<file path="src/rtl/bird_move.sv">
// ----------------------------------------------------------------------------
// bird_move
// Per-frame motion controller for the bird sprite. The bird waits at the sling
// while the player trims launch power. A fire key launches it on a 45 degree
// trajectory under gravity. It freezes on a hit or on landing, then re-arms.
// All motion updates happen on the startOfFrame pulse.
//
// Ports:
//   clk           in   system clock
//   resetN        in   asynchronous active-low reset
//   startOfFrame  in   one-cycle pulse per video frame (update strobe)
//   fireKey       in   keypad level, rising edge launches from the sling
//   powerUpKey    in   keypad level, rising edge raises launch power
//   powerDownKey  in   keypad level, rising edge lowers launch power
//   collision     in   bird hit something, may pulse on any cycle
//   topLeftX      out  signed 11-bit sprite X position, pixels
//   topLeftY      out  signed 11-bit sprite Y position, pixels (may be < 0)
//   birdVisible   out  high while flying or frozen after a hit
//   power         out  current launch power (fixed-point units per frame)
//
// Build option:
//   BIRD_BOUNCE_EN  when defined, the floor reflects vy at half magnitude
//                   instead of ending the flight, until vy is small.
//
// States:
//   state  | meaning
//   IDLE   | at the sling, power keys active, waiting for fire
//   FLYING | ballistic motion, one step per frame
//   HIT    | position frozen for HIT_HOLD_FRAMES frames
//
// Positions and velocities are 17-bit signed, scaled by 64 (6 fraction bits).
// ----------------------------------------------------------------------------
module bird_move #(
    parameter int INITIAL_X       = 64,
    parameter int INITIAL_Y       = 352,
    parameter int FLOOR_Y         = 448,
    parameter int SCREEN_RIGHT    = 639,
    parameter int GRAVITY         = 4,
    parameter int POWER_MIN       = 64,
    parameter int POWER_MAX       = 512,
    parameter int POWER_STEP      = 16,
    parameter int HIT_HOLD_FRAMES = 30
) (
    input  logic               clk,
    input  logic               resetN,
    input  logic               startOfFrame,
    input  logic               fireKey,
    input  logic               powerUpKey,
    input  logic               powerDownKey,
    input  logic               collision,
    output logic signed [10:0] topLeftX,
    output logic signed [10:0] topLeftY,
    output logic               birdVisible,
    output logic [9:0]         power
);

    typedef enum logic [1:0] {
        IDLE   = 2'd0,
        FLYING = 2'd1,
        HIT    = 2'd2
    } state_t;

    localparam logic signed [16:0] SLING_X_FX = 17'(INITIAL_X * 64);
    localparam logic signed [16:0] SLING_Y_FX = 17'(INITIAL_Y * 64);
    localparam logic signed [16:0] FLOOR_FX   = 17'(FLOOR_Y * 64);
    localparam logic signed [16:0] RIGHT_FX   = 17'(SCREEN_RIGHT * 64);
    localparam logic signed [16:0] GRAV_FX    = 17'(GRAVITY);

    localparam int              HOLD_W    = $clog2(HIT_HOLD_FRAMES + 1);
    localparam logic [HOLD_W-1:0] HOLD_LOAD = HOLD_W'(HIT_HOLD_FRAMES - 1);

    state_t              state;
    logic signed [16:0]  x_pos;
    logic signed [16:0]  y_pos;
    logic signed [16:0]  vx;
    logic signed [16:0]  vy;
    logic [HOLD_W-1:0]   hold_cnt;

    logic fire_d, up_d, down_d;
    logic fire_flag, up_flag, down_flag, col_flag;

    // ------------------------------------------------------------------
    // Input edge detection; an event in the update cycle itself is folded
    // in directly so it is not lost when the flags are cleared.
    // ------------------------------------------------------------------
    logic fire_edge, up_edge, down_edge;
    logic fire_evt, up_evt, down_evt, col_evt;

    assign fire_edge = fireKey & ~fire_d;
    assign up_edge   = powerUpKey & ~up_d;
    assign down_edge = powerDownKey & ~down_d;

    assign fire_evt = fire_flag | fire_edge;
    assign up_evt   = up_flag   | up_edge;
    assign down_evt = down_flag | down_edge;
    assign col_evt  = col_flag  | collision;

    // ------------------------------------------------------------------
    // Motion arithmetic
    // ------------------------------------------------------------------
    logic signed [16:0] step_x, step_y, step_vy;
    logic signed [16:0] launch_v, launch_x, launch_y, launch_vy;

    assign step_x  = x_pos + vx;
    assign step_y  = y_pos + vy;
    assign step_vy = vy + GRAV_FX;

    // Launch frame applies the first motion step as well, so the bird is
    // already one step out of the sling when it first becomes visible.
    assign launch_v  = signed'({7'd0, power});
    assign launch_x  = SLING_X_FX + launch_v;
    assign launch_y  = SLING_Y_FX - launch_v;
    assign launch_vy = GRAV_FX - launch_v;

`ifdef BIRD_BOUNCE_EN
    localparam logic signed [16:0] BOUNCE_STOP = 17'(4 * GRAVITY);
    logic signed [16:0] half_vy;
    logic signed [16:0] bounce_vy;
    logic               bounce_stop;

    // vy is downward (positive) whenever the floor is reached, so the
    // magnitude of the reflected velocity is simply half_vy.
    assign half_vy     = vy >>> 1;
    assign bounce_vy   = -half_vy;
    assign bounce_stop = (half_vy < BOUNCE_STOP);
`endif

    // ------------------------------------------------------------------
    // Power adjust; opposing edges in one frame cancel.
    // ------------------------------------------------------------------
    logic [10:0] power_inc;
    logic [9:0]  power_nxt;

    assign power_inc = {1'b0, power} + 11'(POWER_STEP);

    always_comb begin
        power_nxt = power;
        if (up_evt && !down_evt) begin
            if (power_inc > 11'(POWER_MAX))
                power_nxt = 10'(POWER_MAX);
            else
                power_nxt = power_inc[9:0];
        end else if (down_evt && !up_evt) begin
            if (power < 10'(POWER_MIN + POWER_STEP))
                power_nxt = 10'(POWER_MIN);
            else
                power_nxt = power - 10'(POWER_STEP);
        end
    end

    // ------------------------------------------------------------------
    // Main FSM, input capture and position registers
    // ------------------------------------------------------------------
    always_ff @(posedge clk or negedge resetN) begin
        if (!resetN) begin
            state       <= IDLE;
            x_pos       <= SLING_X_FX;
            y_pos       <= SLING_Y_FX;
            vx          <= '0;
            vy          <= '0;
            hold_cnt    <= '0;
            birdVisible <= 1'b0;
            power       <= 10'(POWER_MIN);
            fire_d      <= 1'b0;
            up_d        <= 1'b0;
            down_d      <= 1'b0;
            fire_flag   <= 1'b0;
            up_flag     <= 1'b0;
            down_flag   <= 1'b0;
            col_flag    <= 1'b0;
        end else begin
            fire_d <= fireKey;
            up_d   <= powerUpKey;
            down_d <= powerDownKey;

            if (!startOfFrame) begin
                if (fire_edge) fire_flag <= 1'b1;
                if (up_edge)   up_flag   <= 1'b1;
                if (down_edge) down_flag <= 1'b1;
                if (collision) col_flag  <= 1'b1;
            end else begin
                fire_flag <= 1'b0;
                up_flag   <= 1'b0;
                down_flag <= 1'b0;
                col_flag  <= 1'b0;

                case (state)
                    IDLE: begin
                        power <= power_nxt;
                        if (fire_evt) begin
                            x_pos       <= launch_x;
                            y_pos       <= launch_y;
                            vx          <= launch_v;
                            vy          <= launch_vy;
                            state       <= FLYING;
                            birdVisible <= 1'b1;
                        end
                    end

                    FLYING: begin
                        if (col_evt) begin
                            state    <= HIT;
                            hold_cnt <= HOLD_LOAD;
                        end else if (step_y >= FLOOR_FX) begin
                            x_pos <= step_x;
                            y_pos <= FLOOR_FX;
`ifdef BIRD_BOUNCE_EN
                            vy <= bounce_vy;
                            if (bounce_stop) begin
                                state    <= HIT;
                                hold_cnt <= HOLD_LOAD;
                            end else if (step_x > RIGHT_FX) begin
                                state       <= IDLE;
                                birdVisible <= 1'b0;
                                x_pos       <= SLING_X_FX;
                                y_pos       <= SLING_Y_FX;
                                vx          <= '0;
                                vy          <= '0;
                            end
`else
                            state    <= HIT;
                            hold_cnt <= HOLD_LOAD;
`endif
                        end else if (step_x > RIGHT_FX) begin
                            state       <= IDLE;
                            birdVisible <= 1'b0;
                            x_pos       <= SLING_X_FX;
                            y_pos       <= SLING_Y_FX;
                            vx          <= '0;
                            vy          <= '0;
                        end else begin
                            x_pos <= step_x;
                            y_pos <= step_y;
                            vy    <= step_vy;
                        end
                    end

                    HIT: begin
                        if (hold_cnt == '0) begin
                            state       <= IDLE;
                            birdVisible <= 1'b0;
                            x_pos       <= SLING_X_FX;
                            y_pos       <= SLING_Y_FX;
                            vx          <= '0;
                            vy          <= '0;
                        end else begin
                            hold_cnt <= hold_cnt - HOLD_W'(1);
                        end
                    end

                    default: begin
                        state       <= IDLE;
                        birdVisible <= 1'b0;
                    end
                endcase
            end
        end
    end

    // Integer pixel part of the registered fixed-point position.
    assign topLeftX = x_pos[16:6];
    assign topLeftY = y_pos[16:6];

endmodule

</file>
<file path="config.mk">
export PLATFORM = sky130hd
export DESIGN_NAME = bird_move
export DESIGN_NICKNAME = d
export VERILOG_FILES = /design/src/rtl/bird_move.sv
export SDC_FILE = /design/constraint.sdc
export NUM_CORES = 1
export LEC_CHECK = 0
export ABC_CLOCK_PERIOD_IN_PS = 3200
export BUFFER_PORTS_ARGS = -buffer_cell sky130_fd_sc_hd__buf_2
export CAP_MARGIN = 20
export CORE_AREA = 5 5 129 131
export DETAILED_ROUTE_END_ITERATION = 6
export DIE_AREA = 0 0 134 136
export GPL_TIMING_DRIVEN = 0
export PLACE_DENSITY = 0.68
export SLEW_MARGIN = 20
export SYNTH_ARGS = -nofsm -noshare
export SYNTH_HDL_FRONTEND = slang
export SYNTH_SLANG_ARGS = --single-unit
</file>
<file path="constraint.sdc">
create_clock -name clk -period 3.2 [get_ports clk]
set_clock_uncertainty 0.1 [all_clocks]
set_input_delay 0.48 -clock clk [delete_from_list [all_inputs] [get_ports clk]]
set_output_delay 0.48 -clock clk [all_outputs]
set_load 0.02 [all_outputs]
</file>
Word level (Yosys, flattened, before mapping)
Cells that the tools add are included.
Cells by class
  $add $sub $neg: 9
  multipliers: 0
  div/mod/pow operators: 0
  order comparisons: 4
  equality and inequality tests: 10
  shift operators: 0
  muxes and demuxes: 51
  bitwise logic cells: 10
  reductions and logical operators: 20
Operator list (number)
  $mux 17: 19
  $pmux 17 s3: 4
  $mux 10: 4
  $add 17x17->17: 2
  $add 17x4->17 const B: 1
  $ge 17x16->1 const B: 1
  $gt 17x17->1 const B: 1
  $sub 15x10->16 const A: 1
  $mux 5: 3
  $add 13x10->14 const A: 1
  $mux 1: 13
  $ne 2x2->1 const B: 6
  $reduce_and 6->1: 2
  $reduce_bool 2->1: 6
  $add 10x5->11 const B: 1
  $gt 11x10->1 const B: 1
  $sub 3x10->11 const A: 1
  $lt 10x7->1 const B: 1
  $mux 2: 5
  $pmux 5 s2: 1
  $sub 10x5->10 const B: 1
  $reduce_and 4->1: 2
  $reduce_and 7->1: 1
  $pmux 2 s3: 1
  other kinds (16): 25
Word-level totals
  flip-flop bits (word level): 93
  latch bits: 0
  memory bits (writable): 0
  bits in read-only memories: 0
  input port bits: 7
  memories: 0

Logic depth before layout (Yosys ltp)
Gate-level depths: netlist of run 1.
  depth in word-level cells: 7
  gate-level depth with buffers: 14
  mapped depth without buffers: 12

Worst setup path after synthesis of run 1
Ideal clock, no wire load.
  kind: register to register
  from: register vx[3]
  to: register vx[4]
  arrival time: 3.304 ns
  path slack: -0.329 ns
  cell stages (with the launch flop): 14
  path buffers: 1
  clock period less this slack: 3.529 ns
  path through: dfrtp_1 ha_1 inv_1 fa_1 nor2b_1 o2111ai_1 a21boi_0 o21ai_0 a211o_1 or4_4 a21o_1 buf_4 a21oi_4 mux2_2
Between the ends
  longest elaborated chain between the ends: 4
Ends and longest elaborated chain
  from (decl): RTL line 75  | logic signed [16:0] vx;
  from (signal assigned): RTL line 193  | vx <= launch_v;
  $add 17x17->17: RTL line 104  | assign step_x = x_pos + vx;
  $gt 17x17->1: RTL line 224  | end else if (step_x > RIGHT_FX) begin
  $ne 2x2->1 (no source line)
  $reduce_and 7->1 (no source line)
Every way passes these cells.
A chain may end at the register's enable or synchronous reset.

Worst setup path in the final report of run 1
  from: register vx[3]
  to: register vx[9]
The elaborated chain is that of the path after synthesis.

==> Implementation_results.wiki, run 1 <==
{| class="wikitable"
! Metric !! Value
|-
| CP Data Required Time || 3.34 ns
|-
| Synthesized cell area || 5970 um2
|-
| Final weighted congestion of routability-driven global placement || 0.909
|-
| Actual slew at the worst max-slew pin || 0.880 ns
|-
| Initial Util || 38.5%
|-
| Status || complete, but fails checks
|-
| Via density || 5.76
|-
| Largest net degree at the start of global routing || 49
|-
| Number of enable-type register cells in the synthesized netlist || 0
|-
| Count of unresolved DRC violations after routing || 0
|-
| End of the worst register-to-register path || vx[9]$_DFFE_PN0P_
|-
| CTS tree || yes
|-
| Via count || 5,694
|-
| Category of cells accounting for the largest share of critical-path delay || compound AO/OA/AOI/OAI gates
|-
| Detail Placement HPWL || 11.6 mm
|-
| Wirelength, routed || 17.4 mm
|-
| Row count || 46
|-
| Async S/R FF share, synth || 100%
|-
| CTS Root Buffer Type || clkbuf_16
|-
| Fillcell total || 1,418
|-
| Startpoint of the most critical setup path || vx[3]$_DFFE_PN0P_
|-
| Buffer and inverter count on the worst path || 3
|-
| Cell chain of the critical path || ha_4, inv_2, fa_2, nor2b_4, o31a_1, mux2i_2, nor3_2, a2111o_1, or4_4, a21o_1, buf_6, a21oi_4, buf_12, mux2_4
|-
| Maximum fanout count along the critical path || 7
|-
| Average wire length per cell after detail routing || 17.6 um
|-
| Area of the die || 18,200 um2
|-
| Total number of yosys warnings || 0
|-
| Critical Path Source Type || flip-flop
|-
| Start point of the worst min-delay path || powerUpKey
|-
| End-of-flow core utilization || 49.5%
|-
| Relative slew slack || 41.3%
|-
| Die Span Y || 136 um
|-
| Shortest period the worst path allows || 3.62 ns
|-
| Number of distinct library cells after synthesis || 72
|-
| Number of CTS-inserted buffers || 9
|-
| Fraction of the yosys area taken by sequential cells || 32.8%
|-
| Number of instances on the worst hold path || 1
|-
| Worst VDD drop || 0.000665 V
|-
| Number of max-capacitance violations reported || 0
|-
| Clock Latency Late Sink || 0.36 ns
|-
| Max H-tree Level || 3
|-
| GRT Overall Usage || 19.0%
|-
| Overflow after GRT || 0
|-
| Fin crit share || 113%
|-
| Areal power density over the cells || 1190 nW/um2
|-
| Worst min-delay path class || input pin to flip-flop
|-
| Layout-stage area growth over the synthesis result || 28.4%
|-
| Most common flop cell mapped by yosys || dfrtp_1
|-
| Setup repair after global routing missed its margin || yes
|-
| Buffer levels on the longest clock path || 2
|-
| Buffers on Ports || 35
|-
| Slowest stage cell, crit path || or4_4
|-
| Pre-antenna DRT Iters || 7
|-
| Final max-slew violation count || 0
|-
| Clock edge transition at the registers on the reported setup and hold paths || 0.06 ns
|-
| Die boundary width || 134 um
|-
| Clk sink count || 78
|-
| Post-route antenna net violation count || 0
|-
| CP arrival || 3.76 ns
|-
| Gate count of the mapped netlist || 702
|-
| Violations in the final reports || negative setup slack
|-
| Cells on worst reg2reg path || 14
|-
| Fmax || 276 MHz
|-
| Flops & latches, synth || 78
|-
| Share of cells above drive strength 1 || 28.1%
|-
| Initial antenna violation count || 0
|-
| Area of the core || 15,500 um2
|-
| Hold violation count in the final report || 0
|-
| Total I/O pin count || 40
|-
| Biggest cell delay along the critical path || 0.45 ns
|-
| Hold-critical path endpoint || up_d$_DFF_PN0_
|-
| Worst Setup Slack, final || -0.425 ns
|-
| Final setup fails || 59
|-
| Category of the worst setup path capture point || flip-flop
|-
| Initial detailed-routing violation count || 455
|-
| Startpoint of the most critical register-to-register path || vx[3]$_DFFE_PN0P_
|-
| Non-filler instance count after layout || 988
|-
| Layout net count || 837
|-
| Worst-case register-to-register setup slack || -0.42 ns
|-
| Via count of the first global-routing pass || 5,530
|-
| Mean cell area of the mapped netlist || 8.50 um2
|-
| Lkg Pwr || 3.33 nW
|-
| Kind of critical path || flip-flop to flip-flop
|-
| Total instance count after detailed placement || 933
|-
| Global-route wire length before repair || 27.8 mm
|-
| Ant diodes || 0
|}
==> sequential cells by signal (all words and copies together), names as in the netlist, 2 cells and up <==
signal    flops
vy           16
y_pos        17
state         2
hold_cnt      5
x_pos        17
vx            7
power         6
==> per-stage QoR <==
step                power, mW  TNS, ns  cell area [um2]  hold WS, ns  worst slack (ns)
floorplan                5.08    -2.11             6030       0.0844            -0.233
global placement         6.21   -30.80             6440        0.371            -0.656
detailed placement       6.26   -32.99             6470        0.360            -0.679
CTS                      8.25   -16.02             7360        0.140            -0.383
global route             9.66   -27.19             7660        0.146            -0.553
finish                   9.08   -19.01             7660        0.150            -0.425
==> final cells by class <==
type	instances	area, um2	share of cell area [%]
clock buffers	11	243	3.17
inverters	42	158	2.06
repair buffers	77	574	7.50
clock inverters	5	82.6	1.08
well taps	192	240	3.14
flip-flops and latches	78	1970	25.7
multi-input cells	531	4030	52.6
plain buffers	52	367	4.79
==> how the worst max path moves through the flow <==
stage / to / slack [ns] / cells past startpoint
2_1_floorplan: vx[4]$_DFFE_PN0P_ / -0.23 / 11
3_3_place_gp: y_pos[13]$_DFFE_PN0P_ / -0.66 / 11
3_5_place_dp: y_pos[13]$_DFFE_PN0P_ / -0.68 / 11
4_1_cts: vx[6]$_DFFE_PN0P_ / -0.38 / 14
5_1_grt: vx[6]$_DFFE_PN0P_ / -0.55 / 12
6_report: vx[9]$_DFFE_PN0P_ / -0.42 / 14
==> worst register-to-register path, stage by stage, from the launching register on <==
cell,delay [ns]
dfrtp_2,0.44
ha_4,0.16
inv_2,0.03
fa_2,0.37
nor2b_4,0.14
o31a_1,0.20
mux2i_2,0.26
nor3_2,0.06
a2111o_1,0.35
or4_4,0.45
a21o_1,0.19
buf_6,0.13
a21oi_4,0.16
buf_12,0.16
mux2_4,0.30
==> cell usage in the layout (no fill, tap or decap), types with 7 or more instances in the layout <==
cell type,Yosys,routed
o22ai_1,10,7
a21o_1,14,14
mux2i_1,20,19
nor3_1,17,15
o211ai_1,13,13
and2_1,9,8
mux2_4,0,7
ha_1,38,25
o21ai_1,0,8
xor2_1,7,7
buf_4,27,63
nor2_1,60,58
a21oi_1,43,36
buf_2,2,34
clkbuf_1,24,17
dfrtp_2,0,8
inv_1,42,41
ha_4,0,11
and3_1,12,12
clkbuf_16,0,10
nor2b_1,11,10
xnor2_1,15,14
o21ai_0,46,35
nand2_1,59,58
nand3_1,21,19
dfrtp_1,73,65
==> routing by layer <==
| layer | global-route usage, % | up-vias | routed length (um) |
|---|---|---|---|
| met3 | 3.33 | 45 | 813 |
| li1 | - | 2718 | - |
| met4 | 7.71 | 0 | 510 |
| met1 | 24.8 | 2751 | 7840 |
| met2 | 31.5 | 180 | 8220 |
| met5 | 0 | - | 0 |
==> logic make-up after synthesis <==
kind of cell / Yosys count / synth area share (%)
and+or+nand+nor: 230 / 19.0
AOI/OAI and AO/OA: 207 / 23.8
buffers and inverters: 96 / 7.78
DFF: 78 / 32.8
adders and majority gates: 39 / 8.30
muxes: 29 / 5.05
xor gates and xnor gates: 22 / 3.23
other: 1 / 0.0628
==> what timing repair did <==
item | in CTS | in global routing
hold buffers | 1 | 0
pin swaps | 31 | 14
hold endpoints to repair | 29 | 0
gates cloned | 3 | 0
setup buffers | 23 | 14
gates resized for setup | 83 | 35
setup endpoints to repair | 64 | 64
==> synthesized netlist by cell type (6+ instances only) <==
| cell | number | area share [%] |
|---|---|---|
| nor3_1 | 17 | 1.4 |
| ha_1 | 38 | 8.0 |
| and3_1 | 12 | 1.3 |
| xor2_1 | 7 | 1.0 |
| mux2_2 | 9 | 1.7 |
| o221a_2 | 6 | 1.1 |
| o211ai_1 | 13 | 1.6 |
| o22ai_1 | 10 | 1.0 |
| xnor2_1 | 15 | 2.2 |
| nand4b_1 | 6 | 0.88 |
| buf_4 | 27 | 3.4 |
| dfrtp_1 | 73 | 31 |
| a21o_1 | 14 | 1.8 |
| o311ai_0 | 6 | 0.88 |
| or3_1 | 6 | 0.63 |
| and2_1 | 9 | 0.94 |
| nor2_1 | 60 | 3.8 |
| o21ai_0 | 46 | 3.9 |
| nand2_1 | 59 | 3.7 |
| mux2i_1 | 20 | 3.4 |
| nor2b_1 | 11 | 1.2 |
| inv_1 | 42 | 2.6 |
| nand2b_1 | 6 | 0.63 |
| a31oi_1 | 9 | 0.94 |
| nand3_1 | 21 | 1.8 |
| clkbuf_1 | 24 | 1.5 |
| a21oi_1 | 43 | 3.6 |
| or2_2 | 6 | 0.63 |
==> where the power goes <==
group	internal [mW]	switching, mW
logic	2.76	3.44
registers	1.35	0.388
clock network	0.707	0.445
Note: power is estimated with default switching activity, not from simulation.
==> inputs of run 2 (changes only) <==
- PLACE_DENSITY: 0.68 -> not set
==> run 2 against run 1 <==
The run still ends with negative setup slack left; worst hold slack better by 0.0014 ns; cell area down 3.3%; first-iteration DRC count up 14%; largest cell class unchanged.
==> Implementation_results.wiki, run 2 (same netlist as run 1, synthesis figures left out) <==
{| class="wikitable"
! Metric !! Value
|-
| Largest net degree at the start of global routing || 51 (was 49)
|-
| Lkg Pwr || 3.28 nW (was 3.33 nW)
|-
| Number of max-capacitance violations reported || 0 (unchanged)
|-
| Ant diodes || 0 (unchanged)
|-
| Fin crit share || 116% (was 113%)
|-
| Detail Placement HPWL || 12.4 mm (was 11.6 mm)
|-
| Initial antenna violation count || 0 (unchanged)
|-
| Via count || 5,673 (was 5,694)
|-
| Area of the die || 18,200 um2 (unchanged)
|-
| Combinational group share of total power || 67.6% (was 68.2%)
|-
| Count of unresolved DRC violations after routing || 0 (unchanged)
|-
| Kind of critical path || flip-flop to flip-flop (unchanged)
|-
| GRT Overall Usage || 19.4% (was 19.0%)
|-
| Initial Util || 38.5% (unchanged)
|-
| Share of power burned in the clock network || 12.2% (was 12.7%)
|-
| Most common cell after layout, fill and taps aside || dfrtp_1 (unchanged)
|-
| Share of total power in sequential cells || 20.2% (was 19.1%)
|-
| Max H-tree Level || 3 (unchanged)
|-
| Smallest hold slack || 0.151 ns (was 0.150 ns)
|-
| Hold violation count in the final report || 0 (unchanged)
|-
| Row count || 46 (unchanged)
|-
| Setup repair after global routing missed its margin || yes (unchanged)
|-
| Cell internal power dissipation || 4.28 mW (was 4.81 mW)
|-
| Area of the core || 15,500 um2 (unchanged)
|-
| Status || complete, but fails checks (unchanged)
|-
| Buffers on Ports || 35 (unchanged)
|-
| Cell chain of the critical path || ha_4, inv_2, fa_2, xor2_2, and4_1, mux2i_1, nor3_1, a2111o_1, or4_4, a21o_1, buf_6, a21oi_4, buf_12, mux2_4 (was ha_4, inv_2, fa_2, nor2b_4, o31a_1, mux2i_2, nor3_2, a2111o_1, or4_4, a21o_1, buf_6, a21oi_4, buf_12, mux2_4)
|-
| Clock edge transition at the registers on the reported setup and hold paths || 0.06 ns (about the same)
|-
| Die Span Y || 136 um (unchanged)
|-
| Share of cells above drive strength 1 || 24.8% (was 28.1%)
|-
| Summed negative setup slack over all endpoints || -24.04 ns (was -19.01 ns)
|-
| Layout-stage area growth over the synthesis result || 24.1% (was 28.4%)
|-
| Final weighted congestion of routability-driven global placement || 0.917 (was 0.909)
|-
| Violations in the final reports || negative setup slack (unchanged)
|-
| Net switching component of the power || 4.08 mW (was 4.27 mW)
|-
| Wirelength, routed || 17.6 mm (was 17.4 mm)
|-
| Met2 Routed Length || 8.29 mm (was 8.22 mm)
|-
| Maximum fanout count along the critical path || 7 (unchanged)
|-
| Global-route wire length before repair || 28.5 mm (was 27.8 mm)
|-
| Die boundary width || 134 um (unchanged)
|-
| Post-route antenna net violation count || 0 (unchanged)
|-
| Highest metal used || met4 (unchanged)
|-
| Commonest cells after routing, fill and taps aside || dfrtp_1 (72), nor2_1 (59), nand2_1 (59), buf_4 (53), inv_1 (41) (was dfrtp_1 (65), buf_4 (63), nor2_1 (58), nand2_1 (58), inv_1 (41))
|-
| Relative slew slack || 49.6% (was 41.3%)
|-
| Switching portion of total power || 48.8% (was 47.0%)
|-
| Buffer levels on the longest clock path || 2 (unchanged)
|-
| CP arrival || 3.84 ns (was 3.76 ns)
|-
| Overflow after GRT || 0 (unchanged)
|-
| Worst min-delay path class || input pin to flip-flop (unchanged)
|-
| Fillcell total || 1,452 (was 1,418)
|-
| Via count of the first global-routing pass || 5,756 (was 5,530)
|-
| Average wire length per cell after detail routing || 17.9 um (was 17.6 um)
|-
| Slowest stage cell, crit path || dfrtp_2 (was or4_4)
|-
| Number of CTS-inserted buffers || 9 (unchanged)
|-
| Clk sink count || 78 (unchanged)
|-
| Top Registers || x_pos (17), y_pos (17), vy (16) (unchanged)
|-
| Biggest cell delay along the critical path || 0.47 ns (was 0.45 ns)
|-
| Clock Latency Late Sink || 0.35 ns (was 0.36 ns)
|-
| Via density || 5.78 (was 5.76)
|-
| Areal power density over the cells || 1130 nW/um2 (was 1190 nW/um2)
|-
| CTS tree || yes (unchanged)
|-
| Worst VDD drop || 0.000476 V (was 0.000665 V)
|-
| Layout net count || 831 (was 837)
|-
| Wl on met1 || 7.86 mm (was 7.84 mm)
|-
| Total I/O pin count || 40 (unchanged)
|-
| Shortest period the worst path allows || 3.71 ns (was 3.62 ns)
|-
| Fmax || 270 MHz (was 276 MHz)
|-
| Worst Setup Slack, final || -0.509 ns (was -0.425 ns)
|-
| Final setup fails || 63 (was 59)
|-
| Final max-slew violation count || 0 (unchanged)
|-
| CTS Root Buffer Type || clkbuf_16 (unchanged)
|-
| Category of the worst setup path capture point || flip-flop (unchanged)
|-
| Critical Path Source Type || flip-flop (unchanged)
|-
| CP Data Required Time || 3.33 ns (was 3.34 ns)
|-
| Pre-antenna DRT Iters || 5 (was 7)
|-
| Initial detailed-routing violation count || 520 (was 455)
|-
| Detailed-routed wire length on met3 || 840 um (was 813 um)
|-
| Actual slew at the worst max-slew pin || 0.756 ns (was 0.880 ns)
|}
==> run 2: cell type report <==
class | instances | area, um2 | share of cell area [%]
well taps | 192 | 240 | 3.24
clock inverters | 3 | 17.5 | 0.236
inverters | 42 | 158 | 2.13
repair buffers | 70 | 514 | 6.94
plain buffers | 53 | 364 | 4.92
flip-flops and latches | 78 | 1960 | 26.5
clock buffers | 13 | 270 | 3.65
multi-input cells | 531 | 3880 | 52.4
==> run 2: through the flow <==
stage / cells / utilization [%] / total power, mW / area, um2 / worst slack (ns)
3_5_place_dp: 933 / 41.8 / 6.33 / 6470 / -0.732
6_report: 982 / 47.8 / 8.37 / 7410 / -0.509
5_1_grt: 982 / 47.8 / 8.96 / 7410 / -0.598
3_3_place_gp: 932 / 41.6 / 6.19 / 6440 / -0.665
4_1_cts: 979 / 47.3 / 8.25 / 7330 / -0.424
2_1_floorplan: 705 / - / 5.08 / 6030 / -0.233
==> run 2: metal layers <==
metal / vias up / global-route usage (%)
met5: - / 0
met4: 0 / 8.11
met3: 48 / 3.11
met2: 191 / 32.6
met1: 2736 / 24.8
li1: 2698 / -
==> run 2: power groups by stage <==
stage          sequential [mW]  clock, mW  combinational, mW
2_1_floorplan             1.62          0               3.46
3_3_place_gp              1.67          0               4.53
3_5_place_dp              1.69          0               4.64
4_1_cts                   1.68       1.05               5.52
5_1_grt                   1.74       1.09               6.13
6_report                  1.69       1.02               5.65
==> run 2: path summary, 6_finish.rpt <==
kind / start / to / slack [ns] / cells past startpoint
worst max register to register: vx[3]$_DFFE_PN0P_ / vx[9]$_DFFE_PN0P_ / -0.51 / 14
worst min register to register: fire_flag$_DFFE_PN0P_ / fire_flag$_DFFE_PN0P_ / 0.39 / 2
min in group asynchronous: resetN / y_pos[9]$_DFFE_PN0P_ / 0.52 / 2
worst max-delay path: vx[3]$_DFFE_PN0P_ / vx[9]$_DFFE_PN0P_ / -0.51 / 14
worst min-delay path: powerDownKey / down_d$_DFF_PN0_ / 0.15 / 1
max in group asynchronous: resetN / power[6]$_DFFE_PN1P_ / 1.82 / 3
==> run 2: worst max-delay path, delay by kind of cell (launching register included) <==
family                   cells  cell delay (ns)
multiplexers                 2             0.47
adder cells (fa/ha/maj)      2             0.56
AND/OR/NAND/NOR              3             0.73
AO/OA/AOI/OAI                3             0.71
flip-flops                   1             0.47
buffers and inverters        3             0.32
XOR/XNOR                     1             0.21
==> run 2: what timing repair did <==
| action | in CTS | in global routing |
|---|---|---|
| setup buffers | 28 | 2 |
| endpoints found under the setup margin | 64 | 64 |
| hold buffers | 1 | 0 |
| hold endpoints to repair | 26 | 0 |
| cloned | 2 | 1 |
| gates resized for setup | 80 | 20 |
| pin swaps | 25 | 10 |
==> inputs of run 3 (changes only) <==
- ABC_CLOCK_PERIOD_IN_PS: 3200 -> 4450
- CTS_CLUSTER_SIZE: not set -> 8
- clock period: 3.2 -> 4.45 ns (I/O delays scaled with it)
==> run 3 against run 2 <==
The flow now finishes without violations; largest power group unchanged; combinational power decreased by 41%; sequential cell count unchanged; critical path depth is 2 lower; total power decreased by 37%; critical path type unchanged; fmax shrank 11%; final cell count down 3.4%.
==> Implementation_results.wiki, run 3 (same netlist as run 1, synthesis figures left out) <==
{| class="wikitable"
! Metric !! Value
|-
| Status || finished clean (was complete, but fails checks)
|-
| Die Span Y || 136 um (unchanged)
|-
| Net switching component of the power || 2.61 mW (was 4.08 mW)
|-
| CTS tree || yes (unchanged)
|-
| Most common cell after layout, fill and taps aside || dfrtp_1 (unchanged)
|-
| Detail Placement HPWL || 12.1 mm (was 12.4 mm)
|-
| Number of max-capacitance violations reported || 0 (unchanged)
|-
| Actual slew at the worst max-slew pin || 0.809 ns (was 0.756 ns)
|-
| Layout net count || 798 (was 831)
|-
| Share of total power in sequential cells || 22.8% (was 20.2%)
|-
| CTS Root Buffer Type || clkbuf_16 (unchanged)
|-
| Number of setup buffers added after CTS || 0 (was 28)
|-
| Via density || 5.79 (was 5.78)
|-
| Die boundary width || 134 um (unchanged)
|-
| Hold-fix buffer count after cts || 0 (was 1)
|-
| Final max-slew violation count || 0 (unchanged)
|-
| Area of the core || 15,500 um2 (unchanged)
|-
| Non-filler instance count after layout || 949 (was 982)
|-
| Buffer levels on the longest clock path || 2 (unchanged)
|-
| Final weighted congestion of routability-driven global placement || 0.926 (was 0.917)
|-
| Post-route antenna net violation count || 0 (unchanged)
|-
| Fin crit share || 93.4% (was 116%)
|-
| Via count of the first global-routing pass || 5,253 (was 5,756)
|-
| CP arrival || 4.25 ns (was 3.84 ns)
|-
| Relative slew slack || 46.0% (was 49.6%)
|-
| Initial antenna violation count || 0 (unchanged)
|-
| Area of the die || 18,200 um2 (unchanged)
|-
| Cell internal power dissipation || 2.65 mW (was 4.28 mW)
|-
| Via count || 5,491 (was 5,673)
|-
| Setup repair after global routing missed its margin || no (was yes)
|-
| Ant diodes || 0 (unchanged)
|-
| Resized cells post-CTS || 0 (was 80)
|-
| CP Data Required Time || 4.55 ns (was 3.33 ns)
|-
| Final setup fails || 0 (was 63)
|-
| Top Registers || x_pos (17), y_pos (17), vy (16) (unchanged)
|-
| Wirelength, routed || 16.3 mm (was 17.6 mm)
|-
| Hold violation count in the final report || 0 (unchanged)
|-
| Buffers on Ports || 35 (unchanged)
|-
| Worst VDD drop || 0.000268 V (was 0.000476 V)
|-
| Count of unresolved DRC violations after routing || 0 (unchanged)
|-
| Clock edge transition at the registers on the reported setup and hold paths || 0.06 ns (about the same)
|-
| Total I/O pin count || 40 (unchanged)
|-
| Kind of critical path || flip-flop to flip-flop (unchanged)
|-
| Shortest period the worst path allows || 4.16 ns (was 3.71 ns)
|-
| Overflow after GRT || 0 (unchanged)
|-
| Summed negative setup slack over all endpoints || 0 ns (was -24.04 ns)
|-
| Pre-antenna DRT Iters || 5 (unchanged)
|-
| Worst min-delay path class || input pin to asynchronous set/reset pin (was input pin to flip-flop)
|-
| Initial Util || 38.5% (unchanged)
|-
| Lkg Pwr || 3.00 nW (was 3.28 nW)
|-
| Average wire length per cell after detail routing || 17.2 um (was 17.9 um)
|-
| Fmax || 241 MHz (was 270 MHz)
|-
| Row count || 46 (unchanged)
|-
| Global-route wire length before repair || 26.8 mm (was 28.5 mm)
|-
| Combinational group share of total power || 63.4% (was 67.6%)
|-
| Startpoint of the most critical register-to-register path || vy[2]$_DFFE_PN0P_ (was vx[3]$_DFFE_PN0P_)
|-
| Share of cells above drive strength 1 || 15.1% (was 24.8%)
|-
| Layout-stage area growth over the synthesis result || 12.5% (was 24.1%)
|-
| Share of power burned in the clock network || 13.8% (was 12.2%)
|-
| Final Power || 5.26 mW (was 8.37 mW)
|-
| Switching portion of total power || 49.6% (was 48.8%)
|-
| Clock Latency Late Sink || 0.35 ns (about the same)
|-
| Startpoint of the most critical setup path || vy[2]$_DFFE_PN0P_ (was vx[3]$_DFFE_PN0P_)
|-
| Largest net degree at the start of global routing || 50 (was 51)
|-
| Commonest cells after routing, fill and taps aside || dfrtp_1 (73), nor2_1 (60), nand2_1 (59), o21ai_0 (46), a21oi_1 (43) (was dfrtp_1 (72), nor2_1 (59), nand2_1 (59), buf_4 (53), inv_1 (41))
|-
| Max H-tree Level || 3 (unchanged)
|-
| Category of the worst setup path capture point || flip-flop (unchanged)
|-
| Maximum fanout count along the critical path || 10 (was 7)
|-
| Number of CTS-inserted buffers || 9 (unchanged)
|-
| Total instance count after detailed placement || 933 (unchanged)
|-
| Areal power density over the cells || 784 nW/um2 (was 1130 nW/um2)
|-
| Critical Path Source Type || flip-flop (unchanged)
|-
| Initial detailed-routing violation count || 407 (was 520)
|-
| GRT Overall Usage || 18.2% (was 19.4%)
|-
| Clk sink count || 78 (unchanged)
|}
[run 3: metrics by stage]
stage,hold WS (ns),area (um2),util [%],setup WS [ns]
2_1_floorplan,0.272,5980,-,0.921
3_3_place_gp,0.371,6390,41.3,0.395
3_5_place_dp,0.383,6420,41.5,0.345
4_1_cts,0.178,6710,43.3,0.320
5_1_grt,0.202,6710,43.3,0.0127
6_report,0.162,6710,43.3,0.295
[run 3: power by group through the flow]
stage | registers (mW) | clock network, mW | logic, mW
CTS | 1.20 | 0.740 | 3.30
finish | 1.20 | 0.728 | 3.34
floorplan | 1.16 | 0 | 2.46
detailed placement | 1.21 | 0 | 3.29
global placement | 1.20 | 0 | 3.23
global route | 1.24 | 0.770 | 3.67
[run 3: worst paths after layout]
kind	end	slack, ns	depth (start not counted)
max	vy[14]$_DFFE_PN0P_	0.29	12
min	y_pos[10]$_DFFE_PN0P_	0.16	1
max reg2reg	vy[14]$_DFFE_PN0P_	0.29	12
min reg2reg	fire_flag$_DFFE_PN0P_	0.39	2
max in group asynchronous	y_pos[11]$_DFFE_PN1P_	3.44	2
min in group clk	down_d$_DFF_PN0_	0.34	1
[run 3: routing by layer]
metal  vias up  global-route usage, %  share of wire (%)
li1       2626                      -                  -
met1      2663                   24.5                 45
met2       169                   30.1                 47
met3        33                   3.22                5.4
met4         0                   5.20                1.7
met5         -                      0                  0
[run 3: cell type report]
type / count / area [um2]
buffer: 54 / 307
clock buffer: 13 / 270
clock inverter: 3 / 17.5
fill: 1513 / 8770
inverter: 42 / 158
multi-input combinational: 531 / 3560
sequential: 78 / 1960
tap: 192 / 240
timing repair buffer: 36 / 205
[run 3: critical path, stage by stage, from the launching register on]
cell	delay (ns)
dfrtp_1	0.45
ha_1	0.25
or3_1	0.41
o221ai_1	0.33
o221ai_1	0.28
a21oi_1	0.23
xnor2_1	0.20
a31o_2	0.24
a21o_1	0.20
clkbuf_1	0.41
buf_1	0.50
mux2i_1	0.25
o311ai_0	0.15
